File: src/rtl/geo_cmd_arbiter_pkg.sv
// Shared types and widths for the geometry command arbiter.
package geo_arb_pkg;

  localparam int CMD_W = 16;

  typedef enum logic [1:0] {
    ARB_IDLE  = 2'd0,
    ARB_OWN_A = 2'd1,
    ARB_OWN_B = 2'd2
  } arb_state_t;

  typedef enum logic [1:0] {
    NONE = 2'd0,
    A    = 2'd1,
    B    = 2'd2
  } owner_t;

  // Owner code reported for a given arbiter state.
  function automatic owner_t state_owner(arb_state_t s);
    case (s)
      ARB_OWN_A: return A;
      ARB_OWN_B: return B;
      default:   return NONE;
    endcase
  endfunction

endpackage

File: src/rtl/geo_cmd_arbiter_if.sv
// Source handshakes, geometry-processor command port and status of the arbiter.
interface geo_cmd_arbiter_if;
  import geo_arb_pkg::*;

  logic             a_valid;
  logic [CMD_W-1:0] a_data;
  logic             a_last;
  logic             a_ready;
  logic             b_valid;
  logic [CMD_W-1:0] b_data;
  logic             b_last;
  logic             b_ready;
  logic             fifo_cmd_busy;
  logic             fifo_cmd_ready;
  logic [CMD_W-1:0] fifo_cmd_in;
  logic [1:0]       owner;
  logic             pkt_abort;

  modport master (
    output a_valid, a_data, a_last, b_valid, b_data, b_last, fifo_cmd_busy,
    input  a_ready, b_ready, fifo_cmd_ready, fifo_cmd_in, owner, pkt_abort
  );

  modport slave (
    input  a_valid, a_data, a_last, b_valid, b_data, b_last, fifo_cmd_busy,
    output a_ready, b_ready, fifo_cmd_ready, fifo_cmd_in, owner, pkt_abort
  );

endinterface

File: src/rtl/geo_cmd_arbiter_hold.sv
// One-entry hold register between the granted source and the geometry processor.
module geo_cmd_hold
  import geo_arb_pkg::*;
(
  input  logic             clk,
  input  logic             srst,
  input  logic             load_i,
  input  logic [CMD_W-1:0] data_i,
  input  logic             busy_i,
  output logic             valid_o,
  output logic [CMD_W-1:0] data_o,
  output logic             drain_o
);

  logic             valid_q, valid_d;
  logic [CMD_W-1:0] data_q, data_d;

  // A load in the same cycle as a drain replaces the word and keeps the entry full.
  always_comb begin
    drain_o = valid_q && !busy_i;
    valid_d = valid_q;
    data_d  = data_q;
    if (load_i) begin
      valid_d = 1'b1;
      data_d  = data_i;
    end else if (drain_o) begin
      valid_d = 1'b0;
    end
  end

  always_ff @(posedge clk) begin
    if (srst) begin
      valid_q <= 1'b0;
      data_q  <= '0;
    end else begin
      valid_q <= valid_d;
      data_q  <= data_d;
    end
  end

  assign valid_o = valid_q;
  assign data_o  = data_q;

endmodule

File: src/rtl/geo_cmd_arbiter.sv
// Packet-atomic round-robin arbiter sharing the geometry command port between sources A and B.
// Optional idle-owner watchdog is built when GEO_ARB_WATCHDOG_EN is defined.
module geo_cmd_arbiter
  import geo_arb_pkg::*;
#(
  parameter int MAX_PKT   = 16,
  parameter bit A_FIRST   = 1'b1,
  parameter int WD_CYCLES = 1024
) (
  input  logic               clk,
  input  logic               reset,
  geo_cmd_arbiter_if.slave   bus
);

  localparam int CNT_W = $clog2(MAX_PKT + 1);

  arb_state_t       state_q, state_d;
  owner_t           rr_last_q, rr_last_d;
  owner_t           owner_q;
  logic [CNT_W-1:0] cnt_q, cnt_d;
  logic             abort_q, abort_d;

  logic             hold_v, drain, room;
  logic [CMD_W-1:0] hold_data, load_data;
  logic             own_valid, own_last, accept, cnt_full, wd_fire;

  assign room      = !hold_v || drain;
  assign own_valid = (state_q == ARB_OWN_A) ? bus.a_valid :
                     (state_q == ARB_OWN_B) ? bus.b_valid : 1'b0;
  assign own_last  = (state_q == ARB_OWN_B) ? bus.b_last : bus.a_last;
  assign load_data = (state_q == ARB_OWN_B) ? bus.b_data : bus.a_data;
  assign accept    = own_valid && room;
  assign cnt_full  = (cnt_q == CNT_W'(MAX_PKT - 1));

  assign bus.a_ready = (state_q == ARB_OWN_A) && room;
  assign bus.b_ready = (state_q == ARB_OWN_B) && room;

  geo_cmd_hold u_hold (
    .clk     (clk),
    .srst    (reset),
    .load_i  (accept),
    .data_i  (load_data),
    .busy_i  (bus.fifo_cmd_busy),
    .valid_o (hold_v),
    .data_o  (hold_data),
    .drain_o (drain)
  );

`ifdef GEO_ARB_WATCHDOG_EN
  localparam int WD_W = $clog2(WD_CYCLES + 1);
  logic [WD_W-1:0] wd_q, wd_d;

  // Counts idle cycles of the current owner; restarts on every accepted word.
  always_comb begin
    wd_d    = wd_q;
    wd_fire = 1'b0;
    if (state_q == ARB_IDLE || accept) begin
      wd_d = '0;
    end else if (!own_valid) begin
      if (wd_q == WD_W'(WD_CYCLES - 1)) begin
        wd_fire = 1'b1;
        wd_d    = '0;
      end else begin
        wd_d = wd_q + 1'b1;
      end
    end
  end

  always_ff @(posedge clk) begin
    if (reset) wd_q <= '0;
    else       wd_q <= wd_d;
  end
`else
  // No watchdog: a stalled owner keeps the grant; the limit parameter has no effect.
  assign wd_fire = (WD_CYCLES < 0);
`endif

  always_comb begin
    state_d   = state_q;
    rr_last_d = rr_last_q;
    cnt_d     = cnt_q;
    abort_d   = 1'b0;
    case (state_q)
      ARB_IDLE: begin
        if (bus.a_valid && bus.b_valid)
          state_d = (rr_last_q == A) ? ARB_OWN_B : ARB_OWN_A;
        else if (bus.a_valid)
          state_d = ARB_OWN_A;
        else if (bus.b_valid)
          state_d = ARB_OWN_B;
      end
      default: begin
        if (accept)
          cnt_d = cnt_q + 1'b1;
        if ((accept && (own_last || cnt_full)) || wd_fire) begin
          state_d   = ARB_IDLE;
          cnt_d     = '0;
          rr_last_d = (state_q == ARB_OWN_A) ? A : B;
          abort_d   = wd_fire || !own_last;
        end
      end
    endcase
  end

  always_ff @(posedge clk) begin
    if (reset) begin
      state_q   <= ARB_IDLE;
      rr_last_q <= A_FIRST ? B : A;
      owner_q   <= NONE;
      cnt_q     <= '0;
      abort_q   <= 1'b0;
    end else begin
      state_q   <= state_d;
      rr_last_q <= rr_last_d;
      owner_q   <= state_owner(state_d);
      cnt_q     <= cnt_d;
      abort_q   <= abort_d;
    end
  end

  assign bus.fifo_cmd_ready = drain;
  assign bus.fifo_cmd_in    = hold_data;
  assign bus.owner          = owner_q;
  assign bus.pkt_abort      = abort_q;

endmodule

File: src/flat_wrapper.sv
// flat-port wrapper written by rule: the top's interface ports become plain ports
module geo_cmd_arbiter_flat import geo_arb_pkg::*;
#(
  parameter int MAX_PKT   = 16,
  parameter bit A_FIRST   = 1'b1,
  parameter int WD_CYCLES = 1024
)
  (clk, reset, bus_a_valid, bus_a_data, bus_a_last, bus_b_valid, bus_b_data, bus_b_last, bus_fifo_cmd_busy, bus_a_ready, bus_b_ready, bus_fifo_cmd_ready, bus_fifo_cmd_in, bus_owner, bus_pkt_abort);
  geo_cmd_arbiter_if bus_i ();
  input  logic clk;
  input  logic reset;
  input wire logic [$bits(bus_i.a_valid)-1:0] bus_a_valid;
  input wire logic [$bits(bus_i.a_data)-1:0] bus_a_data;
  input wire logic [$bits(bus_i.a_last)-1:0] bus_a_last;
  input wire logic [$bits(bus_i.b_valid)-1:0] bus_b_valid;
  input wire logic [$bits(bus_i.b_data)-1:0] bus_b_data;
  input wire logic [$bits(bus_i.b_last)-1:0] bus_b_last;
  input wire logic [$bits(bus_i.fifo_cmd_busy)-1:0] bus_fifo_cmd_busy;
  output wire logic [$bits(bus_i.a_ready)-1:0] bus_a_ready;
  output wire logic [$bits(bus_i.b_ready)-1:0] bus_b_ready;
  output wire logic [$bits(bus_i.fifo_cmd_ready)-1:0] bus_fifo_cmd_ready;
  output wire logic [$bits(bus_i.fifo_cmd_in)-1:0] bus_fifo_cmd_in;
  output wire logic [$bits(bus_i.owner)-1:0] bus_owner;
  output wire logic [$bits(bus_i.pkt_abort)-1:0] bus_pkt_abort;
  assign bus_i.a_valid = bus_a_valid;
  assign bus_i.a_data = bus_a_data;
  assign bus_i.a_last = bus_a_last;
  assign bus_i.b_valid = bus_b_valid;
  assign bus_i.b_data = bus_b_data;
  assign bus_i.b_last = bus_b_last;
  assign bus_i.fifo_cmd_busy = bus_fifo_cmd_busy;
  assign bus_a_ready = bus_i.a_ready;
  assign bus_b_ready = bus_i.b_ready;
  assign bus_fifo_cmd_ready = bus_i.fifo_cmd_ready;
  assign bus_fifo_cmd_in = bus_i.fifo_cmd_in;
  assign bus_owner = bus_i.owner;
  assign bus_pkt_abort = bus_i.pkt_abort;
  geo_cmd_arbiter #(.MAX_PKT(MAX_PKT), .A_FIRST(A_FIRST), .WD_CYCLES(WD_CYCLES)) u_core (.clk(clk), .reset(reset), .bus(bus_i));
endmodule
File: config.mk
export PLATFORM = sky130hd
export DESIGN_NAME = geo_cmd_arbiter_flat
export DESIGN_NICKNAME = d
export VERILOG_FILES = /design/src/rtl/geo_cmd_arbiter_pkg.sv /design/src/rtl/geo_cmd_arbiter_if.sv /design/src/rtl/geo_cmd_arbiter_hold.sv /design/src/rtl/geo_cmd_arbiter.sv /design/src/flat_wrapper.sv
export SDC_FILE = /design/constraint.sdc
export NUM_CORES = 1
export LEC_CHECK = 0
export ABC_CLOCK_PERIOD_IN_PS = 2400
export CAP_MARGIN = 20
export CORE_MARGIN = 2
export CORE_UTILIZATION = 40
export DETAILED_ROUTE_END_ITERATION = 8
export PLACE_DENSITY = 0.79
export REMOVE_ABC_BUFFERS = 1
export SLEW_MARGIN = 20
export SYNTH_ARGS = -nofsm -noshare
export SYNTH_HDL_FRONTEND = slang
export SYNTH_SLANG_ARGS = --single-unit
export TNS_END_PERCENT = 1
File: constraint.sdc
create_clock -name clk -period 2.4 [get_ports clk]
set_input_delay 0.24 -clock clk [delete_from_list [all_inputs] [get_ports clk]]
set_output_delay 0.24 -clock clk [all_outputs]
set_load 0.02 [all_outputs]
# Word-level counts from Yosys, hierarchy flattened
# Index checks and enable logic that the tools add are counted.
# word_totals
ff_bits	29
latch_bits	0
ramBits	0
romBits	0
word_cells	49
mem_count	0
# classes
n_addsub	1
mul	0
n_div	0
order_cmp	0
n_eq_ne	6
shift	0
n_mux	16
n_bitwise	2
n_reduce_logical	17
# ops
cell	n
two-way mux 16 bit	1
two-way mux 2 bit	7
two-way mux 5 bit	2
equality test 2 x 1 -> 1 bit, second input constant	3
logical AND 1 bit	6
adder 5 x 1 -> 5 bit, second input constant	1
equality test 5 x 4 -> 1 bit, second input constant	1
two-way mux 1 bit	5
equality test 2 bit, second input constant	2
one-hot mux 2 bit (2 select lines)	1
AND reduction 2 bit	2
nonzero test 2 bit	2
zero test 1 bit	3
OR reduction 3 bit	1
zero test 2 bit	1
logical OR 1 bit	2
NOT 1 bit	2

# Logic depth before layout (Yosys ltp)
# logic_depth
ltp_word	9
ltp_mapped	7
ltp_nobuf	7

# Modules after synthesis
# Synthesis repeated with hierarchy kept, for this count alone.
# unflattened
cells_unflattened	177
hier_area_um2	1430.1
# by_module_without_submodules
mod	n_inst	cells_each	area_per_inst_um2
geo_cmd_arbiter	1	121	813.3
geo_cmd_hold	1	56	616.8

# Least setup slack after synthesis
# No wires, ideal clock.
# synth_path
path_kind	register to register
from	reg u_core.cnt_q[0]
to	reg u_core.rr_last_q[0]
arrival_time_ns	1.822
slack_ns	0.464
path_stages_with_launch	8
n_path_buf	0
path_cell_list	dfxtp_1 > ha_1 > and3_1 > ha_1 > or4b_4 > o31ai_4 > nor2b_2 > o21a_1
# synth_via
elab_chain_cells	4
# synth_rtl
item	line	text
start: declaration	geo_cmd_arbiter.sv:20	logic [CNT_W-1:0] cnt_q, cnt_d;
start signal: assignment	geo_cmd_arbiter.sv:116	cnt_q <= cnt_d;
equality test 5 x 4 -> 1 bit	geo_cmd_arbiter.sv:33	assign cnt_full = (cnt_q == CNT_W'(MAX_PKT - 1));
logical OR 1 bit	geo_cmd_arbiter.sv:95	if ((accept && (own_last || cnt_full)) || wd_fire) begin
logical AND 1 bit	geo_cmd_arbiter.sv:95	
AND reduction 2 bit (no line)	n/a	
end signal: assignment	geo_cmd_arbiter.sv:108	rr_last_q <= A_FIRST ? B : A;
end signal: assignment	geo_cmd_arbiter.sv:114	rr_last_q <= rr_last_d;
end: declaration	geo_cmd_arbiter.sv:18	owner_t rr_last_q, rr_last_d;
# No other way between the ends.
# A chain may end at the register's enable or synchronous reset.

# Worst setup path after layout
# Same ends and word-level chain as after synthesis.

==> results.md <==
- HP Start: bus_b_data[15]
- Initial DRT Pass Iterations: 4
- H-Tree Depth: 2
- Sequential element share of the synthesized area: between 40 and 50%
- Synth unique cells: 31
- Status: completed
- WS Path Type: flop to flop
- Placer congestion estimate: slightly below 0.8
- Cts hold-fix bufs: 0
- Post-synth top area share: 43.04%
- Least-Margin Pin Slew: 553.3 ps
- Total GRT Usage: ~18%
- Critical path data required time: ~2600 ps
- Vias in the first global route: between 1000 and 1500
- Post-DP HPWL: 2455 um
- Largest net degree at the start of global routing: 25
- CTS root buf: clkbuf_4
- Power Density: 602.8 nW/um^2
- Cell area after synthesis: roughly 1300 sq um
- Slew Limit Fails: 0
- Wire per inst: 12.21 um
- Final setup fails: 0
- Clock sinks: 29
- Worst VDD drop: between 0.0003 and 0.0004 V
- DRT iter0 DRCs: slightly below 70
- Number of remaining DRC errors: 0
- ANT nets after route: 0
- CP Max Fanout: 8
- Clk_lat worst skew: between 300 and 400 ps
- Flops & latches, synth: 29
- Crit share post-route: between 80 and 90%
- Die Y: 62.07 um
- Critical R2R Launch: u_core.cnt_q[0]$_SDFFE_PP0P_
- Clock buffer depth: 2
- Multi-input logic area: about 700 sq um
- # IOs: 61
- Total Power: 1243 uW
- DR vias: ~1300
- Top post-synthesis cells by area: dfxtp_1 (43%), a311oi_1 (10%), nand2_1 (9.5%)
- Num CTS Buffers: 5
- Initial Utilization: slightly above 40%
- Startpoint types: flop
- Setup TNS Final: 0 ps
- Post CTS Setup Buffer Count: 0
- Syn Area/Cell: between 8 and 9 sq um
- Achievable Freq: 487.5 MHz
- Worst hold path class: input port to flop
- TritonCTS clock tree: yes
- Port bufs: 60
- First-pass GRT wire length: ~5100 um
- Grt ovf: 0
- Row count: 21
- Vias/cell: between 4 and 5
- YS warnings: 0
- Asr flop ratio synth: 0%
- RSZ-0062 raised after global routing: no
- Post-synth EDFFs: 0
- Top FF cell, synth: dfxtp_1
- Largest area contributor in the netlist: dfxtp_1
- Share of cells above drive strength 1: under 10%
- Critical Path End Type: flop
- Max-slew headroom: roughly 63%
- Clock transition at the registers of the reported paths: around 90 ps
- Register area: approximately 580 sq um
- # nets final: 264
- # diodes: 0
- Max_cap viols: 0
- Setup Skew: 6.416 ps
- Total Wirelength: approximately 3300 um
- Leak pwr: 0.0007694 uW
- # resized after CTS: 0
- Fin. Hold Viols: 0
- Layout fillers: about 280
- Initial antenna violation count: 0
- P&R area growth vs syn: 52.88%
- Cells after Synth: 160
- Chip width: just over 60 um
- CP Launch Point: u_core.cnt_q[0]$_SDFFE_PP0P_
- DIE AREA: roughly 3900 sq um
- Critical Path AT: 2280 ps
- Final Critical Period: between 2000 and 2500 ps
- Core Region: 3284 sq um
through the flow:
stage	utilization, %	hold slack (ps)	instance area, sq um	setup slack (ps)	cells
floorplan	-	309.1	1292	293.5	149
global route	62.78	474.8	2062	222.5	270
finish	62.78	478.1	2062	348.7	270
CTS	62.78	468.7	2062	334.3	270
detailed placement	61.22	467.3	2011	345.3	262
global placement	61.22	455.3	2011	394.0	262
cells in the final DEF, fill, tap and decap left out:
cell type and instances:
nand4b_1 3, mux2i_1 1, o31ai_2 1, clkbuf_4 5, a41oi_1 1, clkinv_2 2
a21boi_4 1, a21oi_1 4, nand3b_1 5, nor2b_2 1, nor2b_1 2, o31ai_4 1
and3b_1 1, nand3_1 5, or3_1 1, dfxtp_1 29, o21ai_1 4, or4b_4 1
o21ai_0 1, nand2_1 34, inv_1 3, a31oi_1 3, and3_1 1, nor2_1 18
nand2b_1 8, o21a_1 1, buf_4 7, and4b_1 1, clkdlybuf4s50_1 60, clkbuf_1 1
a311oi_1 16, ha_1 2
layer usage:
metal / routed length (um) / track usage, % / vias up / share of wire (%)
li1: - / - / 692 / -
met1: 1521 / 25.06 / 593 / 46
met2: 1467 / 26.04 / 40 / 44
met3: 286 / 6.625 / 2 / 8.7
met4: 23 / 7.295 / 0 / 0.70
met5: 0 / 0 / - / 0
worst paths after layout:
check / end / slack (ps) / cells past startpoint
worst max-delay path: u_core.rr_last_q[0]$_SDFFE_PP0P_ / 350 / 7
worst min-delay path: u_core.u_hold.data_o[15]$_SDFFE_PP0P_ / 480 / 3
worst min register to register: u_core.rr_last_q[1]$_SDFFE_PP1P_ / 480 / 2
worst max register to register: u_core.rr_last_q[0]$_SDFFE_PP0P_ / 350 / 7
Yosys cell counts, types with 3 or more instances:
cell type   n
nand3b_1    5
o21ai_1     4
buf_2       6
dfxtp_1    29
inv_1       3
a21oi_1     4
nand2_1    34
a311oi_1   16
nand2b_1    8
a31oi_1     3
nand4b_1    3
nand3_1     5
nor2_1     18
critical path, stage by stage (launching register included):
cell and delay, ps:
dfxtp_1 340, ha_1 220, and3_1 180, ha_1 240, or4b_4 520, o31ai_4 120
nor2b_2 150, o21a_1 190
cell type report:
cell class / count / area share (%)
Multi-Input combinational cell: 117 / 34.34
Clock inverter: 2 / 0.4854
Inverter: 3 / 0.5461
Tap cell: 46 / 2.791
Clock buffer: 6 / 2.002
Sequential cell: 29 / 28.16
Timing Repair Buffer: 67 / 31.67
power by group:
group | switching, uW | internal (uW) | leakage, uW
clock | 172 | 111 | 0.0000320
combinational | 190 | 207 | 0.000500
sequential | 31.2 | 531 | 0.000237
sequential cells by signal, summed over array words and instances (netlist names):
name / cells
u_core.bus.pkt_abort: 1
u_core.cnt_q: 5
u_core.state_q: 2
u_core.bus.owner: 2
u_core.u_hold.data_o: 16
u_core.u_hold.valid_o: 1
u_core.rr_last_q: 2
logic make-up after synthesis:
| family | Yosys count | synth area share, % |
|---|---|---|
| and+or+nand+nor | 81 | 29.69 |
| DFF | 29 | 43.04 |
| buffers and inverters | 14 | 5.009 |
| muxes | 1 | 0.7421 |
| adders and majority gates | 2 | 1.855 |
| AOI/OAI and AO/OA | 33 | 19.67 |
Power figures use the tool's default switching activity.
